$ cat src/rtl/op_n_to_2_pipe.sv
// Pipelined carry-save reduction of OP_NUM operands down to a sum/carry pair.
// Layers of 3:2 compressors, a registered slice every REG_EVERY layers, valid/ready flow control.
module op_n_to_2_pipe #(
  parameter int OP_NUM    = 16,
  parameter int OP_WIDTH  = 64,
  parameter int REG_EVERY = 2
) (
  input  logic                clk,
  input  logic                rst_n,
  input  logic                flush,
  input  logic                in_valid,
  output logic                in_ready,
  input  logic [OP_WIDTH-1:0] in_op [OP_NUM],
  output logic                out_valid,
  input  logic                out_ready,
  output logic [OP_WIDTH-1:0] out_op [2],
  output logic [OP_WIDTH-1:0] sum
);

  function automatic int next_n(input int n);
    return (n % 3) + 2 * (n / 3);
  endfunction

  function automatic int n_at(input int k);
    int n;
    n = OP_NUM;
    for (int i = 0; i < k; i++) n = next_n(n);
    return n;
  endfunction

  function automatic int count_layers(input int n0);
    int n;
    int s;
    n = n0;
    s = 0;
    while (n > 2) begin
      n = next_n(n);
      s++;
    end
    return s;
  endfunction

  localparam int S = count_layers(OP_NUM);
  localparam int L = (S + REG_EVERY - 1) / REG_EVERY;

  // stg[k] holds the operands entering layer k; entries past the live count are tied to zero.
  logic [OP_WIDTH-1:0] stg [S+1][OP_NUM];
  logic [L-1:0]        v_q, v_d;
  logic [L:0]          rdy;

  assign stg[0] = in_op;

  for (genvar k = 0; k < S; k++) begin : g_layer
    localparam int N  = n_at(k);
    localparam int R  = N % 3;
    localparam int G  = N / 3;
    localparam int NO = R + 2 * G;

    logic [OP_WIDTH-1:0] lay_d [NO];

    for (genvar i = 0; i < R; i++) begin : g_pass
      assign lay_d[i] = stg[k][i];
    end

    for (genvar j = 0; j < G; j++) begin : g_csa
      logic [OP_WIDTH-1:0] op_a, op_b, op_c;
      assign op_a = stg[k][R+3*j];
      assign op_b = stg[k][R+3*j+1];
      assign op_c = stg[k][R+3*j+2];
      assign lay_d[R+2*j]   = op_a ^ op_b ^ op_c;
      assign lay_d[R+2*j+1] = ((op_a & op_b) | (op_a & op_c) | (op_b & op_c)) << 1;
    end

    if (((k + 1) % REG_EVERY == 0) || (k == S - 1)) begin : g_reg
      localparam int SL = k / REG_EVERY;
      logic [OP_WIDTH-1:0] lay_q [NO];

      // Data follows the slice ready even when the upstream beat is invalid.
      always_ff @(posedge clk or negedge rst_n) begin
        if (!rst_n) begin
          for (int i = 0; i < NO; i++) lay_q[i] <= '0;
        end else if (rdy[SL]) begin
          lay_q <= lay_d;
        end
      end

      for (genvar i = 0; i < NO; i++) begin : g_out
        assign stg[k+1][i] = lay_q[i];
      end
    end else begin : g_comb
      for (genvar i = 0; i < NO; i++) begin : g_out
        assign stg[k+1][i] = lay_d[i];
      end
    end

    for (genvar i = NO; i < OP_NUM; i++) begin : g_pad
      assign stg[k+1][i] = '0;
    end
  end

  always_comb begin
    rdy    = '0;
    rdy[L] = out_ready;
    for (int s = L - 1; s >= 0; s--) rdy[s] = !v_q[s] | rdy[s+1];

    v_d    = v_q;
    v_d[0] = rdy[0] ? in_valid : v_q[0];
    for (int s = 1; s < L; s++) v_d[s] = rdy[s] ? v_q[s-1] : v_q[s];
    if (flush) v_d = '0;
  end

  always_ff @(posedge clk or negedge rst_n) begin
    if (!rst_n) v_q <= '0;
    else        v_q <= v_d;
  end

  assign in_ready  = rdy[0];
  assign out_valid = v_q[L-1];
  assign out_op[0] = stg[S][0];
  assign out_op[1] = stg[S][1];
  assign sum       = stg[S][0] + stg[S][1];

endmodule

$ cat config.mk
export PLATFORM = sky130hd
export DESIGN_NAME = op_n_to_2_pipe
export DESIGN_NICKNAME = d
export VERILOG_FILES = /design/src/rtl/op_n_to_2_pipe.sv
export SDC_FILE = /design/constraint.sdc
export NUM_CORES = 2
export LEC_CHECK = 0
export CAP_MARGIN = 40
export CORE_AREA = 2 2 482 484
export CTS_BUF_LIST = sky130_fd_sc_hd__clkbuf_4 sky130_fd_sc_hd__clkbuf_8
export CTS_CLUSTER_SIZE = 20
export DETAILED_ROUTE_END_ITERATION = 8
export DIE_AREA = 0 0 484 486
export HOLD_SLACK_MARGIN = 0.02
export MAX_ROUTING_LAYER = met4
export SYNTH_ARGS = -nofsm -noshare
export SYNTH_HDL_FRONTEND = slang
export SYNTH_SLANG_ARGS = --single-unit
$ cat constraint.sdc
create_clock -name clk -period 10.8 [get_ports clk]
set_clock_uncertainty 0.2 [all_clocks]
set_input_delay 2.16 -clock clk [delete_from_list [all_inputs] [get_ports clk]]
set_output_delay 2.16 -clock clk [all_outputs]
set_load 0.02 [all_outputs]
==> flow_summary.toml <==
[yosys]
synth-xor-area-share_pct = 1.37
netlist_area_mm2 = 0.0571
synth_nets = 7713
synth_top_family_by_area = "adder cells"
synthAdderAreaFrac_pct = 32.0
yosys_warnings = 0
synth_sequential_area_ratio_pct = 39.0
synth_compound_area_share_pct = 6.44
syn_inst = 5744
synth-edff-count = 0
syn_avg_cell_area_um2 = 9.94
yosys-top-cells-area = "dfrtp_1 39%, fa_1 31%, nand2_1 11%"
netlist.area_leader.share_pct = 39.0
synthArstFlopShare_pct = 100
synth_cell_types = 60
synthSimpleGateAreaFrac_pct = 13.0
synthMuxAreaShare_pct = 0
ys.flop_type = "dfrtp_1"
synth-seq-cells = 890
synth_top_cell_by_area = "dfrtp_1"

[global_routing]
grt_pass1_wl_um = 316000
globalRoute.totalOverflow = 0
grt_max_degree = 219
grt_pass1_vias = 46486
grt_use_total_pct = 18.9
antenna_found_initial = 48

[run]
max_cap_viol_count = 0

[sta]
fmax_ghz = 0.121
fin_crit_ns = 8.29
timing.final.crit_share_pct = 76.7
final.setup.tns_ns = 0
slew_viol_final = 0
relSlewSlack_pct = 28.0
hold_viol_final = 0
rsz0062_at_grt = "no"
tightest_slew_ns = 1.08
setup_violations = 0

[critical_path]
crit_type = "flop to output pin"
end_kind = "output pin"
worstPathMaxFanout = 3
slowest_stage = "clkdlybuf4s50_1"
arrival_ns = 5.93
cp-start-kind = "flop"
crit_chain = "ha_1 > fa_1 > a211oi_1 > o211ai_1 > a41o_1 > o31a_1 > o21a_1 > o21ai_2 > o21ai_1 > and2_1 > a31oi_1 > xnor2_1 > clkdlybuf4s50_1"
slowest_delay_ns = 0.71
required_ns = 8.44

[cells_and_area]
fin_area_mm2 = 0.0765
fin_cells = 10133
final_nets = 8917
final_common_cell = "nand2_1"
layout-area-overhead-vs-synth_pct = 33.9
drive_gt1_share_pct = 5.04
final_cell_mix = "1,679 x nand2_1, 1,220 x clkdlybuf4s50_1, 1,020 x inv_1"

[die]
die_w_um = 484
num_rows = 176
die_y_um = 486
core-area_mm2 = 0.229
fp.dieArea_mm2 = 0.235
num_io_pins = 1223
start_util_pct = 24.9

[placed_design]
port_buffers = 1221
place_congestion = 0.929
place_inst = 9806
dpl_cell_area_mm2 = 0.0727
post-dp-hpwl_um = 181000

[clocking]
insertion_delay_ns = 0.92
cts_root_buf = "clkbuf_8"
post-cts-setup-buffers = 0
numCtsBuffers = 165
cts_tree = "yes"
ctsHoldBuffers = 0
cts_resized = 0
cts_sinks = 890
h-tree-depth = 4
clk_pin_slew_worst_paths_ns = 0.06
clk_path_buf_depth = 3

[detailed_routing]
firstDrtPassIters = 7
drc = 0
vias_per_cell = 4.17
routedWlPerCell_um = 21.2
top_layer_used = "met4"
wl_met1_um = 87500
wl_met3_um = 14900
drt_iter0_drc = 2427
drt-total-wl_um = 214000
vias = 42251
drtAntennaViolNets = 0
routed-wl-met2_um = 105000

[run_status]
status = "completed"

[pwr]
p_leak_uw = 0.0368
ir_drop_v = 0.000240
p_per_area_mw_per_mm2 = 290

[min_path]
min-delay-path-class = "flop to flop"
## area by class of cell
class / instances / area (um^2)
clock inverter: 43 / 423
antenna: 30 / 75.1
timing repair buffer: 1259 / 12700
sequential: 890 / 22300
inverter: 1022 / 3840
multi-input combinational: 3610 / 30200
fill: 23439 / 153000
tap: 3026 / 3790
clock buffer: 253 / 3200
## state kept, by name, indices dropped and copies added (netlist names)
| name | cells |
|---|---|
| g_layer.g_csa.op_a | 318 |
| g_layer.g_csa.op_b | 254 |
| g_layer.g_csa.op_c | 188 |
| out_op | 127 |
| v_q | 3 |
## cell usage after synthesis (3+ instances only)
cell      number
xnor2_1       58
a211oi_1       3
a21oi_1      207
and3_1         9
nand4_1       16
and2_1         4
a41oi_1        3
o21ai_1       15
inv_1       1020
ha_1          70
nor3_1         4
nor2b_1        4
or2_1          3
nor2_1       164
o211ai_1       4
clkbuf_1     212
fa_1         870
o21ai_0      332
xor2_1        31
o21a_1         7
nand3_1       12
a31oi_1       11
nand2b_1       7
o21bai_1       7
a21o_1        47
dfrtp_1      890
and4_1         4
nand2_1     1680
buf_1          8
## routing by layer
| layer | GRT usage [%] | vias to the layer above |
|---|---|---|
| met4 | 6.56 | 0 |
| li1 | - | 19515 |
| met1 | 22.2 | 21187 |
| met3 | 5.37 | 290 |
| met2 | 31.0 | 1259 |
| met5 | - | - |
## final timing paths
| kind | startpoint | endpoint | slack [ns] | cells after the start |
|---|---|---|---|---|
| setup / recovery | out_op[1] | sum[57] | 2.51 | 13 |
| hold reg to reg | g_layer[2].g_csa[0].op_c[0] | g_layer[2].g_csa[0].op_c[0] | 0.28 | 2 |
| min in group asynchronous | rst_n | g_layer[2].g_csa[1].op_a[59] | 1.09 | 1 |
| max in group asynchronous | rst_n | out_op[87] | 7.17 | 3 |
| setup reg to reg | v_q[2] | g_layer[3].g_csa[0].op_a[41] | 6.53 | 10 |
| hold / removal | g_layer[2].g_csa[0].op_c[0] | g_layer[2].g_csa[0].op_c[0] | 0.28 | 2 |
## critical path, delay by kind of cell, from the launching register on
family	cells	cell delay, ns
flip-flops	1	0.40
adder cells (fa/ha/maj)	2	0.70
AND/OR/NAND/NOR	1	0.28
buffers and inverters	1	0.71
AO/OA/AOI/OAI	8	2.72
XOR/XNOR	1	0.19
## power breakdown
group | switching (uW) | internal, uW
logic | 8000 | 5120
registers | 892 | 4600
clock network | 1550 | 2020
## stage by stage
step	setup WS, ns	power [uW]	hold WS [ns]	utilization (%)
detailed placement	3.52	18900	0.267	31.7
global route	2.32	24100	0.314	33.3
floorplan	5.11	12100	0.243	-
global placement	3.42	18800	0.263	31.7
CTS	2.42	22700	0.281	33.3
finish	2.51	22200	0.278	33.3
## logic make-up after synthesis
kind of cell / count (synthesis)
flip-flops: 890
other: 1
AO/OA/AOI/OAI: 663
adder cells (fa/ha/maj): 940
XOR/XNOR: 89
AND/OR/NAND/NOR: 1917
buffers and inverters: 1244
Power figures use the tool's default switching activity.
